$ cat config.mk
export PLATFORM = sky130hd
export DESIGN_NAME = wb_rr_bridge
export DESIGN_NICKNAME = d
export VERILOG_FILES = /design/src/rtl/wb_rr_bridge.sv
export SDC_FILE = /design/constraint.sdc
export NUM_CORES = 1
export LEC_CHECK = 0
export CAP_MARGIN = 20
export CORE_AREA = 2 2 110 112
export DETAILED_ROUTE_END_ITERATION = 8
export DIE_AREA = 0 0 112 114
export GPL_TIMING_DRIVEN = 0
export PLACE_DENSITY_LB_ADDON = 0.25
export SETUP_SLACK_MARGIN = 0.02
export SLEW_MARGIN = 20
export SYNTH_ARGS = -nofsm -noshare
export SYNTH_HDL_FRONTEND = slang
export SYNTH_SLANG_ARGS = --single-unit
$ cat constraint.sdc
create_clock -name clk -period 1.2 [get_ports clk]
set_input_delay 0.12 -clock clk [delete_from_list [all_inputs] [get_ports clk]]
set_output_delay 0.12 -clock clk [all_outputs]
set_load 0.01 [all_outputs]
$ cat src/rtl/wb_rr_bridge.sv
// wb_rr_bridge: N-master to 1-slave Wishbone classic bridge.
// A round-robin arbiter picks one requesting master in IDLE. The grant is then
// held for as long as that master keeps its cyc asserted. Control, address and
// data are routed combinationally to the slave, and the slave's ack, err and
// read data are routed back to the granted master only.
// Optional feature: define WB_BRIDGE_WATCHDOG_EN to terminate cycles that
// stall for TIMEOUT_CYCLES clocks with a one-clock error pulse.
module wb_rr_bridge #(
    parameter int NUM_MASTERS    = 2,
    parameter int ADDR_WIDTH     = 32,
    parameter int DATA_WIDTH     = 32,
    parameter int TIMEOUT_CYCLES = 16
) (
    input  logic                                   clk,
    input  logic                                   rst,
    input  logic [NUM_MASTERS-1:0]                 m_cyc_i,
    input  logic [NUM_MASTERS-1:0]                 m_stb_i,
    input  logic [NUM_MASTERS-1:0]                 m_we_i,
    input  logic [NUM_MASTERS*ADDR_WIDTH-1:0]      m_adr_i,
    input  logic [NUM_MASTERS*DATA_WIDTH-1:0]      m_dat_i,
    input  logic [NUM_MASTERS*(DATA_WIDTH/8)-1:0]  m_sel_i,
    output logic [NUM_MASTERS-1:0]                 m_ack_o,
    output logic [NUM_MASTERS-1:0]                 m_err_o,
    output logic [DATA_WIDTH-1:0]                  m_dat_o,
    output logic                                   s_cyc_o,
    output logic                                   s_stb_o,
    output logic                                   s_we_o,
    output logic [ADDR_WIDTH-1:0]                  s_adr_o,
    output logic [DATA_WIDTH-1:0]                  s_dat_o,
    output logic [DATA_WIDTH/8-1:0]                s_sel_o,
    input  logic                                   s_ack_i,
    input  logic                                   s_err_i,
    input  logic [DATA_WIDTH-1:0]                  s_dat_i,
    output logic [$clog2(NUM_MASTERS)-1:0]         gnt_o
);

    localparam int SEL_WIDTH = DATA_WIDTH / 8;
    localparam int GNT_WIDTH = $clog2(NUM_MASTERS);
    localparam logic [GNT_WIDTH-1:0] LAST_IDX = GNT_WIDTH'(NUM_MASTERS - 1);

    typedef enum logic {
        IDLE = 1'b0,
        BUSY = 1'b1
    } state_t;

    state_t               state;
    state_t               state_next;
    logic [GNT_WIDTH-1:0] gnt;
    logic [GNT_WIDTH-1:0] last_gnt;
    logic [GNT_WIDTH-1:0] next_gnt;
    logic [GNT_WIDTH-1:0] cand;
    logic                 found;
    logic                 any_req;
    logic                 busy;
    logic                 timeout;

    assign busy    = (state == BUSY);
    assign any_req = |m_cyc_i;
    assign gnt_o   = gnt;

    // Round-robin search: first requester strictly after last_gnt, wrapping.
    // NOTE: every signal written in an always_comb gets a default first, so
    // no path through the block leaves a value held (which would be a latch).
    always_comb begin
        next_gnt = last_gnt;
        cand     = last_gnt;
        found    = 1'b0;
        for (int i = 1; i <= NUM_MASTERS; i++) begin
            cand = GNT_WIDTH'((int'(last_gnt) + i) % NUM_MASTERS);
            if (!found && m_cyc_i[cand]) begin
                next_gnt = cand;
                found    = 1'b1;
            end
        end
    end

    // Next-state logic: grant on any request, release when the owner drops cyc.
    always_comb begin
        state_next = state;
        case (state)
            IDLE:    if (any_req) state_next = BUSY;
            BUSY:    if (!m_cyc_i[gnt]) state_next = IDLE;
            default: state_next = IDLE;
        endcase
    end

    // State, grant and round-robin pointer registers.
    // NOTE: sequential state uses non-blocking assignments so every flop
    // samples pre-edge values regardless of statement order.
    always_ff @(posedge clk or posedge rst) begin
        if (rst) begin
            state    <= IDLE;
            gnt      <= '0;
            last_gnt <= LAST_IDX;
        end else begin
            state <= state_next;
            if (state == IDLE && any_req) begin
                gnt <= next_gnt;
            end
            if (state == BUSY && !m_cyc_i[gnt]) begin
                last_gnt <= gnt;
            end
        end
    end

`ifdef WB_BRIDGE_WATCHDOG_EN
    logic [7:0] wd_cnt;

    assign timeout = busy && (wd_cnt == 8'(TIMEOUT_CYCLES - 1));

    // Stall counter: counts strobed clocks with no slave response.
    always_ff @(posedge clk or posedge rst) begin
        if (rst) begin
            wd_cnt <= '0;
        end else if (!busy || timeout || !s_stb_o || s_ack_i || s_err_i) begin
            wd_cnt <= '0;
        end else begin
            wd_cnt <= wd_cnt + 8'd1;
        end
    end
`else
    assign timeout = 1'b0;
`endif

    // Slave-side mux and master-side response demux, active only in BUSY.
    always_comb begin
        s_cyc_o = 1'b0;
        s_stb_o = 1'b0;
        s_we_o  = 1'b0;
        s_adr_o = '0;
        s_dat_o = '0;
        s_sel_o = '0;
        m_ack_o = '0;
        m_err_o = '0;
        m_dat_o = '0;
        if (busy) begin
            s_cyc_o = m_cyc_i[gnt];
            s_stb_o = m_stb_i[gnt] && !timeout;
            s_we_o  = m_we_i[gnt];
            s_adr_o = m_adr_i[int'(gnt)*ADDR_WIDTH +: ADDR_WIDTH];
            s_dat_o = m_dat_i[int'(gnt)*DATA_WIDTH +: DATA_WIDTH];
            s_sel_o = m_sel_i[int'(gnt)*SEL_WIDTH +: SEL_WIDTH];
            // Error has priority over ack; a watchdog expiry is reported as error.
            if (timeout || s_err_i) begin
                m_err_o[gnt] = 1'b1;
            end else if (s_ack_i) begin
                m_ack_o[gnt] = 1'b1;
            end
            if (s_ack_i && !timeout) begin
                m_dat_o = s_dat_i;
            end
        end
    end

endmodule

==> After elaboration in Yosys (flattened, before gate mapping) <==
Index checks and enable logic that the tools add are counted.
{ "word_totals": {"elab_cells": 51, "register_bits": 3, "out_inout_bits": 108, "inputBits": 178} }
{ "classes": {"mux": 31, "add_sub_neg": 2, "reduce_logical": 7, "order_cmp": 4, "n_shift": 3, "bitwise_logic": 1} }
{ "ops": {"columns": ["op", "n"], "rows": [
  ["two-way mux 32 bit", 4],
  ["variable part select 64 x 7 -> 32 bit", 2],
  ["two-way mux 1 bit", 19],
  ["two-way mux 2 bit", 5],
  ["variable part select 8 x 4 -> 4 bit", 1],
  ["< comparator 1 x 2 -> 1 bit (second input constant)", 3],
  ["logical AND 1 bit", 4],
  ["two-way mux 4 bit", 1],
  ["adder 1 bit (second input constant)", 2],
  ["zero test 1 bit", 2],
  ["one-hot mux 1 bit (2 select lines)", 1],
  ["OR reduction 2 bit", 1],
  ["demux 1 bit (select 1 bit)", 1],
  ["greater-or-equal comparator 1 bit (second input constant)", 1],
  ["NOT 1 bit", 1]
]} }

==> Longest topological paths before layout <==
Gate-level depths: netlist (run 1).
{ "logic_depth": {"ltp_word": 7, "depth_mapped": 5, "depth_no_buf": 3} }

==> Least setup slack after synthesis (run 1) <==
OpenSTA, ideal clock, no wires.
{ "synth_timing": {"path_type": "register to output", "from": "register gnt, in the netlist gnt_o", "to": "output port s_adr_o[0]", "stages_incl_launch_ff": 6, "slack_ns": -0.036, "required_ns": 1.080, "arrival_ns": 1.116, "cell_sequence": "dfrtp_1 > buf_4 > buf_8 > buf_12 > mux2i_1 > nor2_1"} }
{ "synth_via": {"elab_chain_cells": 2} }
{ "synth_lines": {"columns": ["item", "line_no", "rtl"], "rows": [
  ["from (decl)", "48", "logic [GNT_WIDTH-1:0] gnt;"],
  ["from (signal assigned)", "98", "gnt <= next_gnt;"],
  ["variable part select 64 x 7 -> 32 bit", "140", "s_adr_o = m_adr_i[int'(gnt)*ADDR_WIDTH +: ADDR_WIDTH];"],
  ["two-way mux 32 bit", "136", "if (busy) begin"],
  ["to (decl)", "28", "output logic [ADDR_WIDTH-1:0] s_adr_o,"]
]} }
Every way passes these cells.

==> Final worst setup path (run 1) <==
{ "layout_timing": {"from": "register gnt, in the netlist gnt_o", "to": "output port s_sel_o[2]"} }
{ "layout_via": {"elab_chain_cells": 2} }
{ "layout_lines": {"columns": ["item", "line_no", "rtl"], "rows": [
  ["variable part select 8 x 4 -> 4 bit", "142", "s_sel_o = m_sel_i[int'(gnt)*SEL_WIDTH +: SEL_WIDTH];"],
  ["two-way mux 4 bit", "136", null],
  ["to (decl)", "30", "output logic [DATA_WIDTH/8-1:0] s_sel_o,"]
]} }
Every way passes these cells.

==> results of run 1 <==
## logic make-up (layout without fill, tap and decap cells)
| group | after synthesis | in the layout | synth area share (%) |
|---|---|---|---|
| DFF | 3 | 3 | 5.07 |
| muxes | 71 | 71 | 47.2 |
| and+or+nand+nor | 114 | 114 | 34.4 |
| AOI/OAI and AO/OA | 4 | 4 | 1.66 |
| buffers and inverters | 26 | 338 | 11.7 |
## report_power, final
| group | switching [mW] | leakage (nW) | internal (mW) | total (mW) |
|---|---|---|---|---|
| clock | 0.0980 | 0.0382 | 0.439 | 0.537 |
| combinational | 2.45 | 2.30 | 3.32 | 5.77 |
| sequential | 0.0329 | 0.0339 | 0.152 | 0.185 |
## path summary, 6_finish.rpt
check                               from    endpoint  slack [ps]
worst max-delay path               gnt_o  s_sel_o[2]        -410
worst min-delay path                 rst        busy          60
worst max register to register     gnt_o       gnt_o        -140
worst min register to register  last_gnt    last_gnt         500
max in group asynchronous            rst    last_gnt         930
min in group clk                last_gnt    last_gnt         500
## layer usage
layer	up-vias	track usage [%]	wire length, µm
li1	1374	-	-
met1	1264	17.6	4230
met2	167	29.1	5540
met3	2	2.71	937
met4	0	1.95	30
met5	-	0	0
## layout by cell type (no fill, tap or decap), types with 2 or more instances in the layout
master           instances
clkdlybuf4s50_1        176
nor2_1                  70
mux2i_1                 63
buf_2                   53
buf_6                   43
and3_4                  33
dlygate4sd2_1           18
buf_8                   13
buf_4                   11
mux2i_2                  6
clkbuf_16                6
buf_12                   5
clkbuf_2                 5
nand2_1                  3
inv_1                    2
clkbuf_4                 2
nor2_2                   2
mux2i_4                  2
dfrtp_1                  2
## metrics by stage
| step | setup TNS [ps] | setup slack (ps) | util [%] |
|---|---|---|---|
| 6_report | -30250 | -409 | 43.2 |
| 5_1_grt | -36810 | -464 | 43.2 |
| 4_1_cts | -32620 | -437 | 39.8 |
| 3_5_place_dp | -65100 | -749 | 38.9 |
| 3_3_place_gp | -63770 | -744 | 38.9 |
| 2_1_floorplan | -442 | -29.6 | - |
## repair_timing
action	4_1_cts	5_1_grt
resized for setup	446	102
endpoints found under the setup margin	108	110
pin swaps	4	17
cloned	7	2
setup buffers	12	10
## worst max-delay path, stage by stage, from the launching register on
cell and delay, ps:
dfrtp_1 380, buf_6 150, buf_8 120, buf_12 130, buf_12 120, mux2i_1 110
nor2_1 100, buf_2 150
## layout make-up
type                    instances  share of cell area (%)
repair buffers                310                    58.1
multi-input cells             189                    30.0
plain buffers                  22                    5.09
well taps                     147                    3.63
clock buffers                   4                    1.56
flip-flops and latches          3                    1.51
inverters                       2                   0.148
## cells in the mapped netlist
library cell	count	share of area, %
clkbuf_1	11	2.7
o21ai_0	2	0.66
dfstp_2	1	1.7
nor3_1	1	0.33
a21oi_1	1	0.33
nor2_1	73	18
inv_1	2	0.50
buf_12	3	4.0
buf_2	2	0.66
dfrtp_1	2	3.3
mux2i_1	71	47
nor3b_1	1	0.50
buf_4	4	2.0
nand2_1	5	1.2
a32o_1	1	0.66
nor2b_1	1	0.42
and3_1	33	14
buf_1	2	0.50
buf_8	1	1.0
clkbuf_2	1	0.33
## sequential cells by signal (all words and copies together) (netlist names)
name and cells:
gnt_o 1, last_gnt 1, busy 1
==> metrics.txt, run 1 <==
Ant. Diodes 0; Slew Limit Fails 0; CTS tree built; Multi-input gate area 0.00152 mm²; final setup violation count around 110; post-synthesis cell area 0.00151 mm²; core box area between 0.01 and 0.015 mm²; Tot GR Track Use between 10% and 20%; initial antenna violation count 0; CP required about 1100 ps; cells after synthesis ~220; H-tree Lvls 1; # rows 40; first-pass GRT wire length between 15000 and 20000 µm; Slew Limit Headroom about 75%; Synth cell types 20; Finished Layout Cells around 680; total chip power 6.49 mW; Initial Util between 10 and 15%; DRT antenna net count 0; Critical Path Start Type flip-flop; Syn Area/Cell ~7 µm²; final hold viol count 0; sequential share of the synthesized area 5.07%; max cap viols 0; Die Wd roughly 110 µm; placed cells 650; vias per cell ~4.1; Worst Hold Slack ~63 ps; die height about 110 µm; FF/Latch Area roughly 76 µm²; Hold WC Path Type primary input to async pin; clk_skew about 1.5 ps; Final WS setup -409 ps; hold_buf cts 0; cells on worst reg2reg path 6; clk sinks 3; fin crit period about 1600 ps; layout cells sized above 1 35.8%; Worst Setup Path Type flip-flop to output port; DRT iter0 DRCs between 60 and 70; remaining routing DRC violations 0; Leak about 2.4 nW; CTS Root Cell clkbuf_16; post-route cell area just over 0.005 mm²; Power Dens Cells approximately 1300 mW/mm²; largest net degree at the start of global routing 11; syn_nets 396; failing checks setup timing; Worst-path clk slew 30 ps; worst vdd ir between 0.0007 and 0.0008 V; global route total overflow 0; worst-margin pin slew ~370 ps; number of CTS-inserted buffers 3; I/O pins about 290; Fillers around 1200; Wirelength per Cell around 16 µm; WP data arrival 1490 ps; upper clock frequency limit between 0.6 and 0.7 GHz; WL final approximately 11000 µm; Clock Latency Late Sink 230 ps; HPWL Detailed roughly 8400 µm; Synth-to-Final Area Change 236%; status finished, violations left; Final Wtd Congestion a little under 0.8; DP Area 0.00455 mm²; critical-path maximum fanout 8; CP Capture Type output port; Seq cells post-synth 3; vias in the first global route 2911; RSZ-0062 raised after global routing yes; full die area 0.0128 mm²; Clock Tree Buf Depth 2; Synth warnings 0; I/O Buffers between 200 and 300; First-pass DRT Iterations 5; final layout net count slightly above 700; Final period util 134%; vias between 2000 and 3000
Note: power is estimated with default switching activity, not from simulation.
==> run 2: changes to the inputs <==
--- a/config.mk
+++ b/config.mk
@@ -7,6 +7,7 @@
 export LEC_CHECK = 0
 export CAP_MARGIN = 20
 export CORE_AREA = 2 2 110 112
+export CTS_CLUSTER_SIZE = 8
 export DETAILED_ROUTE_END_ITERATION = 8
 export DIE_AREA = 0 0 112 114
 export GPL_TIMING_DRIVEN = 0
==> results of run 2 <==
Same layout as run 1: the final DEF is identical, and so are final timing and power.
==> run 3: changes to the inputs <==
--- a/config.mk
+++ b/config.mk
@@ -11,7 +11,7 @@
 export DETAILED_ROUTE_END_ITERATION = 8
 export DIE_AREA = 0 0 112 114
 export GPL_TIMING_DRIVEN = 0
-export PLACE_DENSITY_LB_ADDON = 0.25
+export PLACE_DENSITY = 0.64
 export SETUP_SLACK_MARGIN = 0.02
 export SLEW_MARGIN = 20
 export SYNTH_ARGS = -nofsm -noshare
==> run 3 against run 2 <==
The run still ends with setup timing left. Sequential share of layout area barely moved. Die area unchanged. Non-clock buffer count up 10. First-iteration DRC count up 3.1%. Via count rose by 1.1%. Sequential power about the same. Hold slack better by 23 ps. Clock power down 1%. Fmax is 0.42% higher. Cell count up 1.5%. Critical endpoint is now s_dat_o[18].
==> metrics.txt, run 3 (same netlist as run 1, synthesis figures left out) <==
worst-margin pin slew roughly 290 ps; worst reg2reg path endpoint gnt_o; Final WS setup -403 ps; H-tree Lvls 1; CP Launch Point gnt_o; vias in the first global route just under 3000; full die area between 0.01 and 0.015 mm²; reg2reg start gnt_o; Synth-to-Final Area Change 234%; RSZ-0062 raised after global routing yes; vias per cell between 4 and 5; hold_buf cts 0; CTS tree built; Clock Latency Late Sink between 200 and 250 ps; largest net degree at the start of global routing 11; status finished, violations left; remaining routing DRC violations 0; Leak about 2.4 nW; Final Wtd Congestion 0.791; I/O Buffers about 290; upper clock frequency limit 0.624 GHz; clk sinks 3; fin crit period between 1500 and 2000 ps; final setup violation count approximately 110; Critical Path Start Type flip-flop; Finished Layout Cells just under 700; critical path depth 7; HPWL Detailed ~8400 µm; global route total overflow 0; crit-path leading delay family buffers and inverters; failing checks setup timing; final hold viol count 0; First-pass DRT Iterations 4; # rows 40; final layout net count 719; Die Wd ~110 µm; Ant. Diodes 0; clk_skew between 0.15 and 0.2 ps; crit-path cells buf_6, buf_12, clkbuf_16, buf_4, mux2i_1, nor2_1, buf_2; WP data arrival 1480 ps; core box area between 0.01 and 0.015 mm²; Hold WC Path Type primary input to async pin; cells on worst reg2reg path 5; pre-CTS setup slack -689 ps; commonest cells after routing, fill and taps aside clkdlybuf4s50_1, buf_2, nor2_1; critical-path maximum fanout 6; CP Capture Type output port; Worst-path clk slew around 30 ps; layout cells sized above 1 between 30% and 40%; DRT antenna net count 0; Slew Limit Headroom 80.6%; die height approximately 110 µm; WL final ~11000 µm; DRT iter0 DRCs 66; worst vdd ir 0.000606 V; vias about 2800; number of CTS-inserted buffers 3; post-layout util between 40% and 50%; crit path to s_dat_o[18]; Slew Limit Fails 0; Worst Setup Path Type flip-flop to output port; slowest CP cell dfrtp_1; initial antenna violation count 0; Worst Hold Slack a little under 90 ps; Wirelength per Cell ~15 µm; R2R Setup Slk -70 ps; CTS Root Cell clkbuf_16; crit path buf inv count 5; I/O pins 286; Clock Tree Buf Depth 2; first-pass GRT wire length between 15000 and 20000 µm; Critical Path Max Stage Delay between 300 and 400 ps; Power Dens Cells about 1300 mW/mm²; max cap viols 0; commonest non-fill, non-tap cell in the layout clkdlybuf4s50_1; CP required approximately 1100 ps; Tot GR Track Use about 15%; placed cells 650; Initial Util ~13%; Final period util 134%
-- run 3: worst min path at each step --
stage / startpoint / end / slack [ps]
detailed placement: rst / gnt_o / 310
CTS: rst / gnt_o / 80
finish: rst / gnt_o / 90
global route: rst / gnt_o / 120
global placement: rst / gnt_o / 310
floorplan: rst / busy / -130
-- run 3: area by class of cell --
cell class,instances,area [µm²]
Sequential cell,3,76.3
Multi-Input combinational cell,189,1470
Timing Repair Buffer,319,2940
Inverter,2,7.51
Clock buffer,4,78.8
Buffer,23,287
Fill cell,1178,6680
Tap cell,147,184
-- run 3: per-stage QoR --
| step | total power, mW | instance area [µm²] | TNS [ps] |
|---|---|---|---|
| 6_report | 6.66 | 5030 | -28060 |
| 5_1_grt | 7.11 | 5030 | -33980 |
| 4_1_cts | 6.19 | 4790 | -32530 |
| 3_5_place_dp | 5.16 | 4550 | -61740 |
| 3_3_place_gp | 5.11 | 4550 | -60550 |
| 2_1_floorplan | 2.68 | 1520 | -442 |
-- run 3: metal layers --
layer	vias up	track usage, %	share of wire [%]
met5	-	0	0
met4	0	5.12	2.1
met3	14	4.46	7.9
met2	140	28.5	54
met1	1292	15.7	36
li1	1391	-	-
-- run 3: timing repair --
| item | 4_1_cts | 5_1_grt |
|---|---|---|
| resized for setup | 462 | 113 |
| setup endpoints to repair | 108 | 110 |
| pin swaps | 7 | 20 |
| gates cloned | 5 | 4 |
| setup buffers | 18 | 13 |
-- run 3: power by group --
part	total (mW)	internal (mW)	switching, mW	leakage, nW
Sequential	0.182	0.152	0.0300	0.0339
Combinational	5.95	3.52	2.43	2.34
Clock	0.530	0.438	0.0917	0.0382
